==> config.mk <==
export PLATFORM = sky130hd
export DESIGN_NAME = stop_watch_lap
export DESIGN_NICKNAME = d
export VERILOG_FILES = /design/src/rtl/stop_watch_pkg.sv /design/src/rtl/bcd_digit.sv /design/src/rtl/stop_watch_lap.sv
export SDC_FILE = /design/constraint.sdc
export NUM_CORES = 1
export LEC_CHECK = 0
export CAP_MARGIN = 30
export CORE_MARGIN = 2
export CORE_UTILIZATION = 35
export DETAILED_ROUTE_END_ITERATION = 12
export PLACE_DENSITY = 0.61
export SLEW_MARGIN = 40
export SYNTH_ARGS = -nofsm -noshare
export SYNTH_HDL_FRONTEND = slang
export SYNTH_SLANG_ARGS = --single-unit
==> constraint.sdc <==
create_clock -name clk -period 3.94 [get_ports clk]
set_clock_uncertainty 0.05 [all_clocks]
set_input_delay 1.182 -clock clk [delete_from_list [all_inputs] [get_ports clk]]
set_output_delay 1.182 -clock clk [all_outputs]
set_load 0.02 [all_outputs]
==> src/rtl/stop_watch_pkg.sv <==
// Shared constants and helpers for the BCD stopwatch with lap hold.
package stop_watch_pkg;

  localparam int              BCD_W        = 4;
  localparam logic [BCD_W-1:0] BCD_MAX     = 4'd9;
  localparam int              DVSR_DEFAULT = 5000000;

  // Any nibble above 9 is not a legal BCD digit and saturates to 9.
  function automatic logic [BCD_W-1:0] bcd_sat(input logic [BCD_W-1:0] n);
    return (n > BCD_MAX) ? BCD_MAX : n;
  endfunction

endpackage

==> src/rtl/bcd_digit.sv <==
// One BCD up/down digit with clear/load priority and a terminal flag
// (9 when counting up, 0 when counting down) for carry/borrow chaining.
module bcd_digit
  import stop_watch_pkg::*;
(
  input  logic             clk,
  input  logic             rst_n,
  input  logic             clr,
  input  logic             load,
  input  logic [BCD_W-1:0] load_val,
  input  logic             en,
  input  logic             down,
  output logic [BCD_W-1:0] digit,
  output logic             term
);

  logic [BCD_W-1:0] digit_q, digit_d;

  always_comb begin
    // NOTE: default assignment first so every path drives digit_d; no latch.
    digit_d = digit_q;
    if (clr) begin
      digit_d = '0;
    end else if (load) begin
      digit_d = bcd_sat(load_val);
    end else if (en) begin
      if (down) digit_d = (digit_q == '0)      ? BCD_MAX : digit_q - BCD_W'(1);
      else      digit_d = (digit_q == BCD_MAX) ? '0      : digit_q + BCD_W'(1);
    end
  end

  // NOTE: non-blocking assignment for state so all flops update together.
  always_ff @(posedge clk or negedge rst_n) begin
    if (!rst_n) digit_q <= '0;
    else        digit_q <= digit_d;
  end

  assign digit = digit_q;
  assign term  = down ? (digit_q == '0) : (digit_q == BCD_MAX);

endmodule

==> src/rtl/stop_watch_lap.sv <==
// Multi-digit BCD stopwatch: prescaler, up/down ripple of bcd_digit
// instances, overflow/underflow flags, and a lap register that freezes the display.
module stop_watch_lap
  import stop_watch_pkg::*;
#(
  parameter int DVSR = DVSR_DEFAULT,
  parameter int NDIG = 4
) (
  input  logic                  clk,
  input  logic                  rst_n,
  input  logic                  go,
  input  logic                  clr,
  input  logic                  load,
  input  logic [BCD_W*NDIG-1:0] load_val,
  input  logic                  down,
  input  logic                  lap,
  output logic [BCD_W*NDIG-1:0] digits,
  output logic                  tick,
  output logic                  wrap,
  output logic                  done,
  output logic                  held
);

  localparam int             PW         = $clog2(DVSR);
  localparam int             CW         = BCD_W * NDIG;
  localparam logic [PW-1:0]  PRESC_LAST = PW'(DVSR - 1);

  logic [PW-1:0]   presc_q, presc_d;
  logic            done_q, done_d;
  logic            held_q, held_d;
  logic [CW-1:0]   lap_q, lap_d;
  logic [CW-1:0]   count;
  logic [NDIG-1:0] term;
  logic [NDIG-1:0] dig_en;
  logic            adv, tick_int, all_term, one_left, step;

  always_comb begin
    adv      = go && !done_q && !clr && !load;
    tick_int = adv && (presc_q == PRESC_LAST);
    all_term = &term;
    // In down mode all-terminal means the count is zero; never roll to all-9s.
    step     = tick_int && !(down && all_term);
    one_left = (count == CW'(1));

    presc_d = presc_q;
    done_d  = done_q;
    held_d  = held_q;
    lap_d   = lap_q;
    if (clr) begin
      presc_d = '0;
      done_d  = 1'b0;
      held_d  = 1'b0;
    end else begin
      if (lap) begin
        if (!held_q) begin
          lap_d  = count;
          held_d = 1'b1;
        end else begin
          held_d = 1'b0;
        end
      end
      if (load) begin
        presc_d = '0;
        done_d  = 1'b0;
      end else begin
        if (adv) presc_d = tick_int ? '0 : presc_q + PW'(1);
        if (go && down && all_term)    done_d = 1'b1;
        if (tick_int && down && one_left) done_d = 1'b1;
      end
    end
  end

  always_comb begin
    logic carry;
    carry = step;
    for (int k = 0; k < NDIG; k++) begin
      dig_en[k] = carry;
      carry     = carry & term[k];
    end
  end

  for (genvar k = 0; k < NDIG; k++) begin : g_digit
    bcd_digit u_digit (
      .clk      (clk),
      .rst_n    (rst_n),
      .clr      (clr),
      .load     (load),
      .load_val (load_val[BCD_W*k +: BCD_W]),
      .en       (dig_en[k]),
      .down     (down),
      .digit    (count[BCD_W*k +: BCD_W]),
      .term     (term[k])
    );
  end

  always_ff @(posedge clk or negedge rst_n) begin
    if (!rst_n) begin
      presc_q <= '0;
      done_q  <= 1'b0;
      held_q  <= 1'b0;
      lap_q   <= '0;
    end else begin
      presc_q <= presc_d;
      done_q  <= done_d;
      held_q  <= held_d;
      lap_q   <= lap_d;
    end
  end

  assign tick   = tick_int;
  assign wrap   = tick_int && !down && all_term;
  assign digits = held_q ? lap_q : count;
  assign done   = done_q;
  assign held   = held_q;

endmodule
## Word level (Yosys, flattened, before mapping)

Index checks and enable logic that the tools add are counted.

- $add $sub $neg: 9
- Multiply operators: 0
- Div/mod/pow operators: 0
- Magnitude comparators: 4
- Equal/unequal tests: 6
- Shift operators: 0
- Mux-type cells: 44
- Bitwise gates (word level): 4
- Reductions and logical operators: 30

Operators with widths:

| operator | number |
|---|---|
| 4-bit two-way mux | 28 |
| 23-bit two-way mux | 4 |
| 23-bit by 1-bit adder with 23-bit output, second input constant | 1 |
| 23-bit equality test, second input constant | 1 |
| 4-bit by 1-bit adder with 4-bit output, second input constant | 4 |
| 16-bit by 1-bit equality test with 1-bit output, second input constant | 1 |
| 4-bit equality test, second input constant | 4 |
| 4-bit > comparator, second input constant | 4 |
| 4-bit logical NOT | 4 |
| 16-bit two-way mux | 1 |
| 4-bit by 1-bit subtractor with 4-bit output, second input constant | 4 |
| 3-bit nonzero test | 5 |
| 1-bit logical AND | 12 |
| 1-bit two-way mux | 11 |
| 1-bit logical NOT | 5 |
| 4-bit AND reduction | 1 |
| 4-bit nonzero test | 1 |
| 1-bit AND | 3 |
| 2-bit AND reduction | 1 |
| 2-bit nonzero test | 1 |
| 1-bit inverter | 1 |

- Flip-flop bits (word level): 57
- Latch bits: 0
- Bits in writable memories: 0
- ROM bits: 0
- Input bits: 23
- Output and inout bits: 20
- Logic and storage cells: 105
- Memories kept: 0

## Longest topological paths before layout

Gate-level depths: netlist of the first run.

- Word-level depth: 12
- Depth in mapped cells: 8
- Gate-level depth less buffers: 7

## Cells and area by module

From an unflattened synthesis of the first run, not the netlist that was laid out.

- Cells, all modules: 442
- Area total of the unflattened synthesis: 4,125.2 µm²

By module, submodules not included:

| module | instances | cells each | area each (µm²) | sequential area each (µm²) |
|---|---|---|---|---|
| stop_watch_lap | 1 | 214 | 2,238.4 | 1,026.0 |
| bcd_digit | 4 | 57 | 471.7 | 100.1 |

## Worst setup path before layout of the first run

OpenSTA, ideal clock, no wires.

- Path kind: input port to output port
- Start: in load
- End: out wrap
- Arrival time: 2,662 ps
- Required time: 2,708 ps
- Slack: 46 ps
- Stages on the path: 5
- Path buffers: 0
- Cells stage by stage: nor2_1 > nand4_1 > nor4_2 > nand2_1 > nor2_1

- Longest elaborated chain between the ends: 5

Ends and longest elaborated chain:

| what | line | RTL |
|---|---|---|
| from (decl) | stop_watch_lap.sv:13 | `input logic load,` |
| 1-bit logical NOT | stop_watch_lap.sv:38 | `adv = go && !done_q && !clr && !load;` |
| 1-bit logical AND | stop_watch_lap.sv:38 |  |
| 1-bit logical AND | stop_watch_lap.sv:39 | `tick_int = adv && (presc_q == PRESC_LAST);` |
| via tick | stop_watch_lap.sv:18 | `output logic tick,` |
| 1-bit logical AND (2 in a row) | stop_watch_lap.sv:111 | `assign wrap = tick_int && !down && all_term;` |
| to (decl) | stop_watch_lap.sv:19 | `output logic wrap,` |

The timed path passes the listed nets, and every way through them passes these cells.

## Worst setup path after layout of the first run

- Start: in down
- End: out wrap

- Longest elaborated chain between the ends: 3
- Elaborated cells on any way between the ends: 8
- Those cells by class: 4 x mux; 4 x reduce/logical

Ends and longest elaborated chain:

| what | line | RTL |
|---|---|---|
| from (decl) | stop_watch_lap.sv:15 | `input logic down,` |
| 1-bit two-way mux / 1-bit logical NOT (equally long branches) | bcd_digit.sv:39, stop_watch_lap.sv:111 |  |
| 4-bit AND reduction / 1-bit logical AND (equally long branches) | stop_watch_lap.sv:40, stop_watch_lap.sv:111 |  |
| 1-bit logical AND * | stop_watch_lap.sv:111 |  |

Every way passes the cells marked *; elsewhere a longest branch is shown, timed or not.

==> metrics.cfg, run 1 <==
[run_status]
status=complete, no violations

[cts]
worstSkewPairLatency_ns=0.35
cts_hold_buffers=0
cts-htree-levels=3
clock_path_buffers=2
inserted_clock_buffers=9
cts_tree=built
cts_root_buf=sky130_fd_sc_hd__clkbuf_16
path_clk_slew_ns=0.05
tritoncts_num_sinks=57

[die]
fp.coreArea_sq_um=10900
die_x_um=110
design.portCount=43
num_rows=38
die_height_um=110
starting_density_pct=36.2
floorplan.die_area_sq_um=12200

[routing]
final_wirelength_um=10500
drtAntennaViolNets=0
firstDrtPassIters=5
dr.first_iter.drc_count=133
route.detailed.wl_per_inst_um=16.2
remaining_drc_errors=0
detailroute.via_count=3558
routed_via_density=5.47

[synth]
synth.area.mux_share_pct=11.1
synth.net_count=484
largest_family_of_logic_cells_by_synthesized_area=simple AND/OR/NAND/NOR gates
synthCells=448
asyncSetResetFlopFracSynth_pct=100
synthesized_flop_and_latch_total=57
area_fraction_in_compound_gates_after_synthesis_pct=15.8
synthesis.yosys.warnings=0
top_flip_flop_cell_by_instance_count_after_synthesis=sky130_fd_sc_hd__dfrtp_1
ys_seq_area_share_pct=36.0
synth.distinct_cells=57
post_synth_simple_gate_area_pct=24.6
post_synth_xor_area_fraction_pct=3.76
synthAdderAreaFrac_pct=4.11
avgSynthCellArea_sq_um=8.84
count_of_flip_flops_with_a_built_in_enable_after_synthesis=0
syn_area_sq_um=3960

[setup_path]
critPathMaxStageDelay_ns=0.48
crit_path_start=down
cp_slowest_cell=sky130_fd_sc_hd__or3b_2
cp_num_cells=6
timing.critical_path.fanout_max=3
reg2reg_depth=6
cp_top_family=simple AND/OR/NAND/NOR gates
worstReg2RegEnd=presc_q[17]
reg2reg_setup_slack_ns=1.15
regToRegStartpoint=presc_q[6]
crit_path_end_kind=primary output
worstSetupPathType=in -> out
combined_buffer_and_inverter_count_along_the_critical_path=2
cp.required_ns=2.71
crit_end=wrap
worst_ep_arrival_time_ns=2.60
critical_path.cell_chain=dlygate4sd2_1 -> or3b_2 -> a211oi_2 -> nand3_1 -> nor2_1 -> buf_4
kind_of_start_point_of_the_critical_path=primary input

[sta]
slew_headroom_pct=53.1
fmax_mhz=261
finalCriticalPeriod_ns=3.83
worst-slew-pin-transition_ns=0.704
final-max-slew-violation-count=0
min_setup_slack_post_route_ns=0.107
setup_viol=0
rsz0062_at_grt=false
hold_violations=0
period_share_pct=97.3

[placed_design]
place.gp.congestion=0.912
dpl.hpwl_um=7500
place.port_buffers=42
dp_worst_setup_slack_ns=-0.647

[run]
drv_cap=0

[global_route]
gr-total-overflow=0
grt_antenna_before_repair=0
grt_pass1_vias=3653
overall_track_demand_over_capacity_in_global_routing_pct=18.9
grt_pass1_wl_um=17500
grt_start_max_net_pins=31

[pwr]
vdd_ir_drop_max_uv=269
static-leakage-power_nw=2.05
p_total_mw=1.83
cellPowerDensity_nw_per_um2=367

[worst_hold_path]
min_delay_path_class=reg -> reg

[cells_and_area]
fin_nets=541
antenna-diode-count=0
flow.area_growth_from_synthesis_pct=25.7
drive_gt1_share_pct=19.6

## stage by stage
step           area, sq um  utilization (%)  setup TNS (ns)  instances  hold WS [ns]
3_5_place_dp          4670             42.7           -1.10        632         0.437
4_1_cts               4980             45.5               0        650         0.443
2_1_floorplan         3960                -               0        448         0.393
5_1_grt               4980             45.5               0        650         0.442
6_report              4980             45.5               0        650         0.443
3_3_place_gp          4670             42.7           -1.05        632         0.417
## placed cells by master (no fill, tap or decap), types with 19 or more instances in the layout
master                            Yosys  layout
sky130_fd_sc_hd__dfrtp_1             57      56
sky130_fd_sc_hd__clkdlybuf4s50_1      0      36
sky130_fd_sc_hd__nand2_1             34      34
sky130_fd_sc_hd__nor2_1              35      34
sky130_fd_sc_hd__buf_4                0      34
sky130_fd_sc_hd__o21ai_0             30      30
sky130_fd_sc_hd__mux2_2              29      29
sky130_fd_sc_hd__a21oi_1             25      25
sky130_fd_sc_hd__inv_1               19      19
sky130_fd_sc_hd__nand3_1             19      19
## sequential cells by signal, indices dropped and copies added (netlist names)
name and flops:
done 1, g_digit.u_digit.digit 16, held 1, lap_q 16
presc_q 23
## cell families after synthesis
family                   Yosys count
AND/OR/NAND/NOR                  174
AO/OA/AOI/OAI                     99
flip-flops                        57
buffers and inverters             48
multiplexers                      40
XOR/XNOR                          17
adder cells (fa/ha/maj)           13
## timing repair
action,CTS,global route
gates resized for setup,12,4
pin swaps,2,3
endpoints found under the hold margin,0,0
setup endpoints to repair,2,2
setup buffers,2,1
## layer usage
metal / GRT usage [%] / up-vias / routed length [um]
li1: - / 1732 / -
met1: 21.7 / 1748 / 4520
met2: 33.1 / 59 / 5260
met3: 4.82 / 19 / 474
met4: 8.04 / 0 / 240
met5: 0 / - / 0
## Yosys cell counts (13+ instances only)
library cell	n	share of area (%)
sky130_fd_sc_hd__dfrtp_1	57	36
sky130_fd_sc_hd__nor2_1	35	3.3
sky130_fd_sc_hd__nand2_1	34	3.2
sky130_fd_sc_hd__o21ai_0	30	3.8
sky130_fd_sc_hd__mux2_2	29	8.2
sky130_fd_sc_hd__clkbuf_1	26	2.5
sky130_fd_sc_hd__a21oi_1	25	3.2
sky130_fd_sc_hd__inv_1	19	1.8
sky130_fd_sc_hd__nand3_1	19	2.4
sky130_fd_sc_hd__ha_1	13	4.1
sky130_fd_sc_hd__nand2b_1	13	2.1
sky130_fd_sc_hd__nand3b_1	13	2.5
## cell type report
cell class | instances | area (sq um)
clock buffer | 11 | 243
tap | 140 | 175
timing repair buffer | 75 | 659
inverter | 19 | 71.3
clock inverter | 5 | 31.3
multi-input combinational | 343 | 2370
fill | 1077 | 5960
sequential | 57 | 1430
## worst min path at each step
| stage | startpoint | endpoint | slack (ns) | cells after the start |
|---|---|---|---|---|
| final | presc_q[22] | presc_q[22] | 0.44 | 1 |
| after global routing | presc_q[22] | presc_q[22] | 0.44 | 1 |
| after CTS | presc_q[22] | presc_q[22] | 0.44 | 1 |
| after detailed placement | presc_q[22] | presc_q[22] | 0.44 | 1 |
| after global placement | presc_q[22] | presc_q[22] | 0.42 | 1 |
| after floorplan | presc_q[22] | presc_q[22] | 0.39 | 1 |
## report_power, final
group / internal, mW / switching (mW)
clock: 0.439 / 0.289
combinational: 0.206 / 0.201
sequential: 0.635 / 0.0563
No activity file was read; power rests on OpenSTA's default activity.
==> inputs of run 2 (changes only) <==
--- a/config.mk
+++ b/config.mk
@@ -9,8 +9,11 @@
 export CORE_MARGIN = 2
 export CORE_UTILIZATION = 35
 export DETAILED_ROUTE_END_ITERATION = 12
-export PLACE_DENSITY = 0.61
+export DONT_BUFFER_PORTS = 1
+export PLACE_DENSITY = 0.56
+export RECOVER_POWER = 100
 export SLEW_MARGIN = 40
 export SYNTH_ARGS = -nofsm -noshare
 export SYNTH_HDL_FRONTEND = slang
+export SYNTH_HIERARCHICAL = 1
 export SYNTH_SLANG_ARGS = --single-unit
==> run 2 against run 1 <==
Clock power about the same. Via count decreased by 6.2%. Die area increased by 4.0%. Setup slack improved by 0.13 ns. Routed wire length decreased by 4.1%. Combinational power decreased by 47%. Synthesized cell count decreased by 1.3%. Critical path depth increased by 1. Sequential power decreased by 3.3%. Sequential cell count unchanged. Count of clock-buffer cells in the layout increased by 2. Cell count decreased by 9.5%.
==> metrics.cfg, run 2 <==
[global_route]
grt_pass1_wl_um=16800
grt_antenna_before_repair=0
overall_track_demand_over_capacity_in_global_routing_pct=16.6
grt_pass1_vias=3329
grt_start_max_net_pins=58
gr-total-overflow=0

[setup_path]
cp_slowest_cell=sky130_fd_sc_hd__or4_4
crit_path_end_kind=primary output
worstSetupPathType=reg -> out
timing.critical_path.fanout_max=7
worst_ep_arrival_time_ns=2.47
kind_of_start_point_of_the_critical_path=register
cp_top_family=simple AND/OR/NAND/NOR gates
critical_path.cell_chain=ha_1 -> nand3_1 -> or4_4 -> nor2_1 -> nand3_1 -> nor3_2 -> buf_4
critPathMaxStageDelay_ns=0.64
cp.required_ns=2.71
combined_buffer_and_inverter_count_along_the_critical_path=1
worst_path_most_repeated_cell=sky130_fd_sc_hd__nand3_1

[die]
die_height_um=113
floorplan.die_area_sq_um=12700
num_rows=39
fp.coreArea_sq_um=11500
die_x_um=113
design.portCount=43
starting_density_pct=36.0

[synth]
ys_seq_area_share_pct=34.6
synth.distinct_cells=52
post_synth_main_area_contributors=sky130_fd_sc_hd__dfrtp_1 35%, sky130_fd_sc_hd__mux2_2 8.7%, sky130_fd_sc_hd__a21oi_1 4.1%
post-synth-top-area-cell=sky130_fd_sc_hd__dfrtp_1
yosys-top-cells-count=57 x sky130_fd_sc_hd__dfrtp_1, 42 x sky130_fd_sc_hd__nand2_1, 34 x sky130_fd_sc_hd__a21oi_1
avgSynthCellArea_sq_um=9.33
syn_area_sq_um=4130
post_synth_top_area_share_pct=34.6
synthesized_flop_and_latch_total=57
most_used_standard_cell_by_instance_count_after_synthesis=sky130_fd_sc_hd__dfrtp_1
asyncSetResetFlopFracSynth_pct=100
synthCells=442
top_flip_flop_cell_by_instance_count_after_synthesis=sky130_fd_sc_hd__dfrtp_1
count_of_flip_flops_with_a_built_in_enable_after_synthesis=0
synth.net_count=478
synthesis.yosys.warnings=6

[routing]
wl_met2_um=4770
route.detailed.wl_per_inst_um=17.1
final_wirelength_um=10100
detailroute.via_count=3336
maxUsedRoutingLayer=met4
routed_via_density=5.67
wl_met1_um=4620
dr.first_iter.drc_count=172
drtAntennaViolNets=0
remaining_drc_errors=0
firstDrtPassIters=4
detailroute.wirelength.met3_um=550

[pwr]
static-leakage-power_nw=1.91
vdd_ir_drop_max_uv=303
cellPowerDensity_nw_per_um2=364

[placed_design]
placed_cell_areas_sq_um=4220
place.port_buffers=0
place.gp.congestion=0.821
dpl.hpwl_um=6960

[sta]
rsz0062_at_grt=false
finalCriticalPeriod_ns=3.70
period_share_pct=93.9
fmax_mhz=270
totalNegativeSetupSlack_ns=0
slew_headroom_pct=2.29
setup_viol=0
final-max-slew-violation-count=0
final.hold.worst_slack_ns=0.426
hold_violations=0
worst-slew-pin-transition_ns=1.45

[cells_and_area]
mostFrequentLayoutCell=sky130_fd_sc_hd__dfrtp_1
fin_nets=476
flow.area_growth_from_synthesis_pct=7.40
registers.top_by_ff_count=presc_q
seqCellArea_sq_um=1430
drive_gt1_share_pct=11.0
layout.filler_cells=1161
leading_cell_types_in_the_layout_fill_and_taps_excluded=57 x sky130_fd_sc_hd__dfrtp_1, 42 x sky130_fd_sc_hd__nand2_1, 35 x sky130_fd_sc_hd__a21oi_1
largest_register_ff_count=23
post-route-cell-area_sq_um=4430
antenna-diode-count=0
multi_input_area_sq_um=2440

[cts]
tritoncts_num_sinks=57
path_clk_slew_ns=0.05
cts_tree=built
post-cts-setup-buffer-count=0
inserted_clock_buffers=9
worstSkewPairLatency_ns=0.34
cts-htree-levels=3
cts_root_buf=sky130_fd_sc_hd__clkbuf_16
clock_path_buffers=2

[run]
drv_cap=0

[worst_hold_path]
min_delay_path_class=reg -> reg

[run_status]
status=complete, no violations

==> run 2: logic make-up after synthesis <==
group / after synthesis / share of synthesized area [%]
muxes: 36 / 9.71
buffers and inverters: 41 / 5.58
adders and majority gates: 13 / 3.94
DFF: 57 / 34.6
xor gates and xnor gates: 16 / 3.40
and+or+nand+nor: 161 / 24.1
AOI/OAI and AO/OA: 118 / 18.7
==> run 2: final timing paths <==
kind                             startpoint                          end  slack (ns)  cells past startpoint
worst min register to register  presc_q[22]                  presc_q[22]        0.43                      1
min in group asynchronous             rst_n  g_digit[3].u_digit/digit[0]        0.49                      0
worst max register to register   presc_q[0]                  presc_q[15]        0.81                      6
max in group asynchronous             rst_n                   presc_q[1]        3.22                      0
worst min-delay path            presc_q[22]                  presc_q[22]        0.43                      1
worst max-delay path             presc_q[0]                         wrap        0.24                      7
==> run 2: what timing repair did <==
item | 4_1_cts | 5_1_grt
endpoints found under the setup margin | 0 | 1
resized for setup | 0 | 1
hold buffers | 0 | 0
endpoints found under the hold margin | 0 | 0
==> run 2: power by group <==
group          total [mW]  switching (mW)  internal [mW]
clock network       0.728           0.272          0.456
logic               0.215           0.115         0.0997
registers           0.668          0.0508          0.617
==> run 2: area by class of cell <==
| type | instances | area share [%] |
|---|---|---|
| Multi-Input combinational cell | 344 | 55.0 |
| Sequential cell | 57 | 32.2 |
| Clock buffer | 13 | 5.87 |
| Tap cell | 143 | 4.04 |
| Inverter | 23 | 1.95 |
| Timing Repair Buffer | 5 | 0.593 |
| Clock inverter | 3 | 0.339 |
==> run 2: stage by stage <==
stage	std cells	worst slack, ns	util, %	power [mW]
floorplan	442	0.131	-	0.874
finish	588	0.241	38.6	1.61
global route	588	0.0997	38.6	1.69
CTS	588	0.106	39.2	1.64
global placement	572	0.299	36.8	0.897
detailed placement	572	0.262	36.8	0.903
==> run 2: layer usage <==
layer | track usage, % | up-vias
met1 | 20.6 | 1629
li1 | - | 1632
met4 | 4.07 | 0
met2 | 27.5 | 65
met3 | 6.26 | 10
met5 | 0 | -
==> inputs of run 3 (changes only) <==
--- a/config.mk
+++ b/config.mk
@@ -10,9 +10,9 @@
 export CORE_UTILIZATION = 35
 export DETAILED_ROUTE_END_ITERATION = 12
 export DONT_BUFFER_PORTS = 1
+export GPL_ROUTABILITY_DRIVEN = 1
 export PLACE_DENSITY = 0.56
 export RECOVER_POWER = 100
-export SLEW_MARGIN = 40
 export SYNTH_ARGS = -nofsm -noshare
 export SYNTH_HDL_FRONTEND = slang
 export SYNTH_HIERARCHICAL = 1
==> run 3 against run 2 <==
The run now ends with max-capacitance violations left. Global-route usage hardly changed. Sequential cell count stayed put. Critical endpoint unchanged. Clock power is 5.5% lower. Highest routed layer unchanged. Largest power group unchanged.
==> metrics.cfg, run 3 (synthesis results as in run 2) <==
[setup_path]
worst_ep_arrival_time_ns=2.47
regToRegStartpoint=presc_q[0]
kind_of_start_point_of_the_critical_path=register
crit_end=wrap
cp.required_ns=2.71
reg2reg_setup_slack_ns=0.78
timing.critical_path.fanout_max=7
crit_path_start=presc_q[0]
reg2reg_depth=6
worstReg2RegEnd=presc_q[15]
crit_path_end_kind=primary output
worstSetupPathType=reg -> out

[global_route]
grt_antenna_before_repair=0
gr-total-overflow=0
grt_pass1_wl_um=16800
grt_pass1_vias=3338
overall_track_demand_over_capacity_in_global_routing_pct=16.6
grt_start_max_net_pins=58

[routing]
final_wirelength_um=10100
drtAntennaViolNets=0
firstDrtPassIters=5
route.detailed.wl_per_inst_um=17.1
dr.first_iter.drc_count=183
detailroute.via_count=3332
routed_via_density=5.67
remaining_drc_errors=0

[run_status]
status=finished, violations left
failed_checks=max-capacitance violations

[cells_and_area]
leading_cell_types_in_the_layout_fill_and_taps_excluded=57 x sky130_fd_sc_hd__dfrtp_1, 42 x sky130_fd_sc_hd__nand2_1, 35 x sky130_fd_sc_hd__a21oi_1
seqCellArea_sq_um=1430
largest_register_ff_count=23
multi_input_area_sq_um=2440
layout.filler_cells=1171
registers.top_by_ff_count=presc_q
flow.area_growth_from_synthesis_pct=6.95
fin_nets=476
drive_gt1_share_pct=10.8
antenna-diode-count=0
mostFrequentLayoutCell=sky130_fd_sc_hd__dfrtp_1

[cts]
tritoncts_num_sinks=57
post-cts-setup-buffer-count=0
postCtsResizedCells=0
cts_root_buf=sky130_fd_sc_hd__clkbuf_16
path_clk_slew_ns=0.05
cts_hold_buffers=0
cts-htree-levels=3
inserted_clock_buffers=9
clock_path_buffers=2
worstSkewPairLatency_ns=0.33
cts_tree=built

[sta]
period_share_pct=94.0
rsz0062_at_grt=false
fmax_mhz=270
worst-slew-pin-transition_ns=1.47
setup_viol=0
hold_violations=0
totalNegativeSetupSlack_ns=0
finalCriticalPeriod_ns=3.70
final-max-slew-violation-count=0
final.hold.worst_slack_ns=0.425
slew_headroom_pct=0.741

[pwr]
vdd_ir_drop_max_uv=305
static-leakage-power_nw=1.90
cellPowerDensity_nw_per_um2=356

[placed_design]
dpl.hpwl_um=6960
place.gp.congestion=0.821
place.port_buffers=0

[die]
die_height_um=113
design.portCount=43
floorplan.die_area_sq_um=12700
fp.coreArea_sq_um=11500
starting_density_pct=36.0
num_rows=39
die_x_um=113

[worst_hold_path]
min_delay_path_class=reg -> reg

[run]
drv_cap=1

-- run 3: cell count changes in the layout (fill, tap and decap cells not counted), sizes merged --
cell / delta
clkinv: +1
clkbuf: -1
-- run 3: cell type report --
type,count,area share (%)
Clock buffer,12,5.36
Clock inverter,4,0.454
Inverter,23,1.96
Multi-Input combinational cell,344,55.2
Sequential cell,57,32.3
Tap cell,143,4.06
Timing Repair Buffer,5,0.596
-- run 3: per-layer routing --
metal  share of wire [%]  vias up  track usage, %
met4                 1.8        0            5.85
met3                 5.6       16            5.13
met5                   0        -               0
met1                  45     1610            20.8
li1                    -     1629               -
met2                  48       77            27.0
-- run 3: critical path: stages (launching register included) --
cell                      delay (ns)
sky130_fd_sc_hd__dfrtp_1        0.41
sky130_fd_sc_hd__ha_1           0.19
sky130_fd_sc_hd__nand3_1        0.23
sky130_fd_sc_hd__or4_4          0.64
sky130_fd_sc_hd__nor2_1         0.17
sky130_fd_sc_hd__nand3_1        0.15
sky130_fd_sc_hd__nor3_2         0.18
sky130_fd_sc_hd__buf_4          0.17
-- run 3: worst min path at each step --
stage	endpoint	from	cells past startpoint	slack [ns]
after floorplan	presc_q[22]	presc_q[22]	1	0.39
after global placement	presc_q[22]	presc_q[22]	1	0.42
final	presc_q[22]	presc_q[22]	1	0.43
after global routing	lap_q[15]	lap_q[15]	1	0.46
after detailed placement	presc_q[22]	presc_q[22]	1	0.42
after CTS	presc_q[22]	presc_q[22]	1	0.43
-- run 3: per-stage QoR --
step | area [sq um] | setup WS, ns | instances | util, % | power [mW]
after CTS | 4480 | 0.105 | 588 | 39.0 | 1.60
after global routing | 4410 | 0.103 | 588 | 38.5 | 1.65
after global placement | 4220 | 0.299 | 572 | 36.8 | 0.897
after floorplan | 4140 | 0.131 | 442 | - | 0.874
after detailed placement | 4220 | 0.262 | 572 | 36.8 | 0.903
final | 4410 | 0.237 | 588 | 38.5 | 1.57
-- run 3: power by group --
part / switching, mW / total (mW) / internal, mW
clock network: 0.268 / 0.688 / 0.421
logic: 0.115 / 0.215 / 0.0997
registers: 0.0508 / 0.668 / 0.617
total: 0.434 / 1.57 / 1.14
